<file path="config.mk">
export PLATFORM = sky130hd
export DESIGN_NAME = shift_reg_sequencer
export DESIGN_NICKNAME = d
export VERILOG_FILES = /design/src/rtl/shift_reg_sequencer.sv
export SDC_FILE = /design/constraint.sdc
export NUM_CORES = 1
export LEC_CHECK = 0
export BUFFER_PORTS_ARGS = -buffer_cell sky130_fd_sc_hd__buf_2
export CAP_MARGIN = 0
export CORE_MARGIN = 4
export CORE_UTILIZATION = 48
export CTS_CLUSTER_DIAMETER = 80
export CTS_CLUSTER_SIZE = 25
export DETAILED_ROUTE_END_ITERATION = 12
export GPL_TIMING_DRIVEN = 0
export PLACE_DENSITY = 0.8
export SLEW_MARGIN = 40
export SYNTH_ARGS = -nofsm -noshare
export SYNTH_HDL_FRONTEND = slang
export SYNTH_SLANG_ARGS = --single-unit
</file>
<file path="constraint.sdc">
create_clock -name clock -period 3 [get_ports clock]
set_input_delay 0.3 -clock clock [delete_from_list [all_inputs] [get_ports clock]]
set_output_delay 0.3 -clock clock [all_outputs]
set_load 0.05 [all_outputs]
</file>
<file path="src/rtl/shift_reg_sequencer.sv">
// Sequences load/shift/clear strobes for a parallel-load shift register, one word at a time.
// Optional macro SHIFT_SEQ_BACK2BACK_EN lets a new word be accepted during the DONE cycle.
module shift_reg_sequencer #(
  parameter int unsigned WIDTH    = 8,
  parameter logic        FILL_BIT = 1'b0
) (
  input  logic                       clock,
  input  logic                       sclr,
  input  logic                       in_valid,
  input  logic [WIDTH-1:0]           in_data,
  output logic                       in_ready,
  input  logic                       abort,
  output logic                       sr_load,
  output logic                       sr_enable,
  output logic [WIDTH-1:0]           sr_data,
  output logic                       sr_shiftin,
  output logic                       sr_sclr,
  output logic                       busy,
  output logic                       done,
  output logic [$clog2(WIDTH+1)-1:0] bit_cnt
);

  localparam int unsigned CntW = $clog2(WIDTH + 1);
  localparam logic [CntW-1:0] LastCnt = CntW'(WIDTH - 1);
  localparam logic [CntW-1:0] FullCnt = CntW'(WIDTH);

  typedef enum logic [2:0] {StIdle, StLoad, StShift, StDone, StFlush} state_e;

  state_e state_q, state_d;
  logic   ready_q;
  logic   hs;

  // Reset must block the handshake even though ready_q is already set by then.
  assign in_ready   = ready_q & ~sclr;
  assign hs         = in_valid & in_ready;
  assign sr_shiftin = FILL_BIT;

  always_comb begin
    state_d = state_q;
    unique case (state_q)
      StIdle:  if (hs) state_d = StLoad;
      StLoad:  state_d = abort ? StFlush : StShift;
      StShift: begin
        if (abort)                  state_d = StFlush;
        else if (bit_cnt == LastCnt) state_d = StDone;
      end
`ifdef SHIFT_SEQ_BACK2BACK_EN
      StDone:  state_d = hs ? StLoad : StIdle;
`else
      StDone:  state_d = StIdle;
`endif
      StFlush: state_d = StIdle;
      default: state_d = StIdle;
    endcase
  end

  // Outputs are registered from the next state so they line up with state_q.
  always_ff @(posedge clock) begin
    if (sclr) begin
      state_q   <= StIdle;
      ready_q   <= 1'b1;
      sr_data   <= '0;
      bit_cnt   <= '0;
      sr_load   <= 1'b0;
      sr_enable <= 1'b0;
      sr_sclr   <= 1'b0;
      busy      <= 1'b0;
      done      <= 1'b0;
    end else begin
      state_q <= state_d;
      if (hs) sr_data <= in_data;
      case (state_d)
        StShift: bit_cnt <= (state_q == StShift) ? bit_cnt + CntW'(1) : '0;
        StDone:  bit_cnt <= FullCnt;
        default: bit_cnt <= '0;
      endcase
`ifdef SHIFT_SEQ_BACK2BACK_EN
      ready_q   <= (state_d == StIdle) || (state_d == StDone);
`else
      ready_q   <= (state_d == StIdle);
`endif
      sr_load   <= (state_d == StLoad);
      sr_enable <= (state_d == StLoad) || (state_d == StShift) || (state_d == StFlush);
      sr_sclr   <= (state_d == StFlush);
      busy      <= (state_d == StLoad) || (state_d == StShift) || (state_d == StFlush);
      done      <= (state_d == StDone);
    end
  end

endmodule

</file>
==> impl_metrics.csv, run 1 <==
group,metric,value,unit
status,outcome,"finished, final reports clean",
critical_path,cp-start-kind,"flop",
synth,synthArstFlopShare,0,
hold_path,hp-start,"in_data[1]",
routing,drc,0,
pwr,ir_worst_vdd,0.303,mV
routing,viasPerCell,5.02,
placed_design,routabilityCongestion,0.780,
sta,setup_violations,0,
die,die_y,47.3,um
global_route,grt_max_degree,12,
pwr,p_leak,0.451,nW
critical_path,timing.rr.end,"bit_cnt[1]",
clock_network,cts_htree_levels,1,
critical_path,ff2ff_setup_slack,1.27,ns
routing,dr.pass1.iters,4,
routing,ant_nets,0,
critical_path,required,3.20,ns
synth,syn_nets,92,
pwr,power_per_cell_area,563,nW/um2
sta,max_clock_freq,578,MHz
clock_network,cts_buffer_depth,2,
global_route,grt_pass1_wl,2.39,mm
global_route,grt_pass1_vias,582,
sta,post-route-period-util,0.577,
synth,syn_area_per_cell,9.38,um2
critical_path,r2r-start,"bit_cnt[0]",
sta,holdWs,0.222,ns
clock_network,cts_buffers,3,
die,std_cell_rows,13,
global_route,overflow,0,
clock_network,worstSkewPairLatency,0.30,ns
sta,slew_violations,0,
finish,area_delta_synth_final,27.0,%
die,core_area,1380,um2
synth,seq_area_frac_synth,0.541,
hold_path,hold_path.class,"in -> reg",
die,fp.dieW,47.3,um
job,drv_cap,0,
synth,ys_warn_count,0,
hold_path,holdPathStages,3,
global_route,antenna_found_initial,0,
placed_design,placed_cells,123,
clock_network,cts_tree,"yes",
sta,tns,0,ns
sta,fin_skew,0.00601,ns
clock_network,path_clk_slew,0.11,ns
critical_path,cp.arrival,1.93,ns
clock_network,cts-resized-gates,0,
clock_network,cts.sinks,20,
sta,rsz0062_at_grt,"false",
placed_design,port_buffers,29,
synth,synth_seq_cells,20,
die,die_area,2240,um2
synth,synth_edf_count,0,
critical_path,crit_fanout,4,
routing,drt-wirelength-per-cell,11.7,um
sta,hold_violations,0,
sta,finalCriticalPeriod,1.73,ns
critical_path,endpoint_kind,"flop",
synth,ys_types,26,
clock_network,post-cts-setup-buffers,0,
sta,slew_headroom,0.606,
sta,tightest_slew,0.582,ns
die,start_util,0.536,
global_route,track_usage,0.155,
finish,diodes,0,
routing,wl,1.49,mm
synth,synth_flop_cell,"dfxtp_1",
routing,drtIter0Drc,7,
finish,final_layout_size_suffix_gt1_frac,0.348,
placed_design,hpwl,1.17,mm
finish,final_nets,126,
hold_path,hold_path_end,"sr_data[1]",
clock_network,hold_buffers,0,
routing,num_vias,637,
die,io_pins,31,
critical_path,worstSetupPathType,"reg -> reg",
clock_network,cts-root-buf,"clkbuf_4",
critical_path,reg2reg_depth,5,
synth,syn_area,741,um2
synth,syn_inst,79,
finish,stdcell_count,127,
cell type report:
type,count,area [um2]
repair buffers,29,145
fillers,120,442
plain buffers,4,22.5
well taps,15,18.8
clock buffers,4,36.3
multi-input cells,55,318
flip-flops and latches,20,400
per-layer routing:
| metal | track usage | part of all wire | vias to the layer above |
|---|---|---|---|
| li1 | - | - | 331 |
| met1 | 0.184 | 0.42 | 282 |
| met2 | 0.249 | 0.47 | 19 |
| met3 | 0.0460 | 0.077 | 5 |
| met4 | 0.0829 | 0.024 | 0 |
| met5 | 0 | 0 | - |
sequential cells by signal (all words and copies together), names as in the netlist:
signal,count
sr_data,8
bit_cnt,4
state_q,3
busy,1
done,1
ready_q,1
sr_load,1
sr_sclr,1
worst max-delay path, stage by stage, from the launching register on:
cell     delay, ns
dfxtp_1       0.39
ha_1          0.20
and3b_1       0.19
nor4b_1       0.50
nor2_1        0.15
and3_1        0.20
where the power goes:
part	internal, mW	switching [mW]
logic	0.0256	0.0682
clock network	0.0741	0.0793
registers	0.277	0.00599
stage by stage:
stage / cell area (um2) / total power, mW / worst slack [ns] / utilization
floorplan: 741 / 0.358 / 1.15 / -
global placement: 905 / 0.381 / 1.30 / 0.654
detailed placement: 905 / 0.384 / 1.27 / 0.654
CTS: 941 / 0.533 / 1.24 / 0.681
global route: 941 / 0.552 / 1.11 / 0.681
finish: 941 / 0.530 / 1.27 / 0.681
worst max path at each step:
stage,endpoint,slack (ns),from
after floorplan,bit_cnt[1],1.15,bit_cnt[0]
after global placement,bit_cnt[3],1.30,bit_cnt[0]
after detailed placement,bit_cnt[3],1.27,bit_cnt[0]
after CTS,bit_cnt[3],1.24,bit_cnt[0]
after global routing,bit_cnt[3],1.11,bit_cnt[0]
final,bit_cnt[1],1.27,bit_cnt[0]
Yosys cell counts (2+ instances only):
cell      count  area share
nor4b_1       2       0.024
nand2_1      17       0.086
nor2b_1       2       0.017
nor2_1        4       0.020
xor2_1        2       0.024
a21oi_1       9       0.061
buf_4         2       0.020
dfxtp_1      20        0.54
and3_1        3       0.025
clkbuf_1      2       0.010
cells by family (layout without fill, tap and decap cells):
family | count (synthesis) | after routing | share of synthesized area
and+or+nand+nor | 39 | 39 | 0.287
buffers and inverters | 4 | 37 | 0.0304
adders and majority gates | 1 | 1 | 0.0169
xor gates and xnor gates | 3 | 3 | 0.0355
DFF | 20 | 20 | 0.541
other | 1 | 1 | 0.00506
AOI/OAI and AO/OA | 11 | 11 | 0.0845
placed cells by master, fill, tap and decap left out, types with 2 or more instances in the layout:
| master | n |
|---|---|
| buf_2 | 29 |
| and3_1 | 3 |
| nor2_1 | 4 |
| nor4b_1 | 2 |
| clkbuf_1 | 2 |
| nand2_1 | 17 |
| nor2b_1 | 2 |
| clkbuf_4 | 3 |
| dfxtp_1 | 20 |
| buf_4 | 2 |
| a21oi_1 | 9 |
| xor2_1 | 2 |
Note: power is estimated with default switching activity, not from simulation.
==> inputs of run 2 (changes only) <==
- CORE_UTILIZATION: 48 -> 45
- PLACE_DENSITY: 0.8 -> 0.76
- clock period: 3 -> 1.7 ns (I/O delays scaled with it)
==> impl_metrics.csv, run 2 (same netlist as run 1, synthesis figures left out) <==
group,metric,value,unit
critical_path,endpoint_kind,"flop",
die,fp.dieW,48.6,um
sta,slew_violations,0,
job,drv_cap,0,
critical_path,reg2reg_depth,4,
global_route,grt_max_degree,12,
die,io_pins,31,
critical_path,cp-endpoint,"bit_cnt[3]",
critical_path,crit_path_top_delay_cell,"or4_4",
global_route,track_usage,0.135,
critical_path,path_depth,4,
clock_network,post-cts-setup-buffers,0,
hold_path,hold_path.class,"in -> reg",
sta,hold_violations,0,
clock_network,cts_buffer_depth,2,
sta,rsz0062_at_grt,"false",
clock_network,cts_buffers,3,
routing,drtIter0Drc,20,
critical_path,required,1.90,ns
routing,dr.pass1.iters,4,
placed_design,port_buffers,29,
finish,layout_commonest_cell,"buf_2",
critical_path,cp-start-kind,"flop",
routing,wl,1.52,mm
finish,area_delta_synth_final,32.4,%
finish,multi_input_area,348,um2
pwr,power_per_cell_area,954,nW/um2
global_route,grt_pass1_vias,591,
finish,reg.largest.list,"sr_data: 8 flops, bit_cnt: 4 flops, state_q: 3 flops",
clock_network,cts_htree_levels,1,
clock_network,path_clk_slew,0.11,ns
finish,layout_common_cells,"buf_2, nand2_1, dfxtp_1",
routing,num_vias,651,
finish,largest_reg_flops,8,
critical_path,worst-path-buf-inv,0,
sta,max_clock_freq,610,MHz
global_route,antenna_found_initial,0,
finish,diodes,0,
status,outcome,"finished, final reports clean",
die,die_y,48.6,um
finish,n_fill_cell,124,
global_route,grt_pass1_wl,2.61,mm
critical_path,worstSetupPathType,"reg -> reg",
pwr,finalPower,935,uW
routing,drt-wirelength-per-cell,11.9,um
die,start_util,0.486,
die,core_area,1520,um2
finish,regMostFlops,"sr_data",
critical_path,startpoint,"bit_cnt[0]",
sta,fin_skew,0.00807,ns
clock_network,cts_tree,"yes",
routing,viasPerCell,5.09,
finish,final_layout_size_suffix_gt1_frac,0.429,
finish,final_core_util,0.644,
critical_path,path_delay_family,"simple AND/OR/NAND/NOR gates",
critical_path,crit_fanout,4,
finish,seqCellArea,409,um2
placed_design,routabilityCongestion,0.857,
critical_path,r2r-start,"bit_cnt[0]",
routing,drc,0,
global_route,overflow,0,
critical_path,cp.arrival,1.84,ns
finish,final_nets,126,
pwr,p_leak,0.454,nW
die,std_cell_rows,14,
clock_network,worstSkewPairLatency,0.30,ns
sta,post-route-period-util,0.964,
critical_path,ff2ff_setup_slack,0.06,ns
sta,finalCriticalPeriod,1.64,ns
pwr,ir_worst_vdd,0.537,mV
routing,ant_nets,0,
die,die_area,2360,um2
sta,setup_violations,0,
critical_path,cp_cell_sequence,"ha_2 -> and3b_1 -> or4_4 -> a2111oi_4",
clock_network,cts.sinks,20,
clock_network,cts-root-buf,"clkbuf_4",
placed_design,hpwl,1.10,mm
critical_path,slowest_delay,0.50,ns
critical_path,timing.rr.end,"bit_cnt[3]",
[run 2: cell counts in the layout (fill, tap and decap cells not counted)]
Identical to the previous run, type by type.
[run 2: final cells by class]
cell class	count	share of cell area
clock buffers	4	0.0370
flip-flops and latches	20	0.417
well taps	16	0.0204
repair buffers	29	0.148
plain buffers	4	0.0230
multi-input cells	55	0.355
[run 2: worst min-delay path by stage]
stage	end	depth (start not counted)	slack, ns	start
after floorplan	bit_cnt[2]	1	0.24	abort
after global placement	sr_data[5]	3	0.41	in_data[5]
after detailed placement	sr_data[4]	3	0.42	in_data[4]
after CTS	sr_data[4]	3	0.09	in_data[4]
after global routing	sr_data[4]	3	0.08	in_data[4]
final	sr_data[0]	3	0.09	in_data[0]
[run 2: through the flow]
stage               hold slack [ns]  std cells  area [um2]  setup WS, ns  setup TNS [ns]
floorplan                     0.239         79         748        0.0171               0
global placement              0.412        124         913        0.0106               0
detailed placement            0.419        124         913       -0.0188         -0.0188
CTS                          0.0864        128         957        0.0240               0
global route                 0.0787        128         981        0.0185               0
finish                       0.0931        128         981        0.0605               0
[run 2: what timing repair did]
| action | 4_1_cts | 5_1_grt |
|---|---|---|
| hold buffers | 0 | 0 |
| gates resized for setup | 2 | 4 |
| setup endpoints to repair | 1 | 4 |
[run 2: report_power, final]
group	leakage [nW]	switching (mW)	internal [mW]
logic	0.266	0.121	0.0454
clock network	0.0210	0.140	0.131
registers	0.166	0.0110	0.487
total	0.454	0.272	0.663
[run 2: worst min-delay path, delay by kind of cell]
| kind | cells | cell delay, ns |
|---|---|---|
| buf+inv | 1 | 0.09 |
| compound gates | 1 | 0.05 |
| simple gates | 1 | 0.04 |
[run 2: routing by layer]
layer | vias to the layer above | global-route usage | wire, um
met5 | - | 0 | 0
met2 | 25 | 0.207 | 694
li1 | 336 | - | -
met3 | 4 | 0.0399 | 132
met4 | 0 | 0.0673 | 19
met1 | 286 | 0.170 | 672
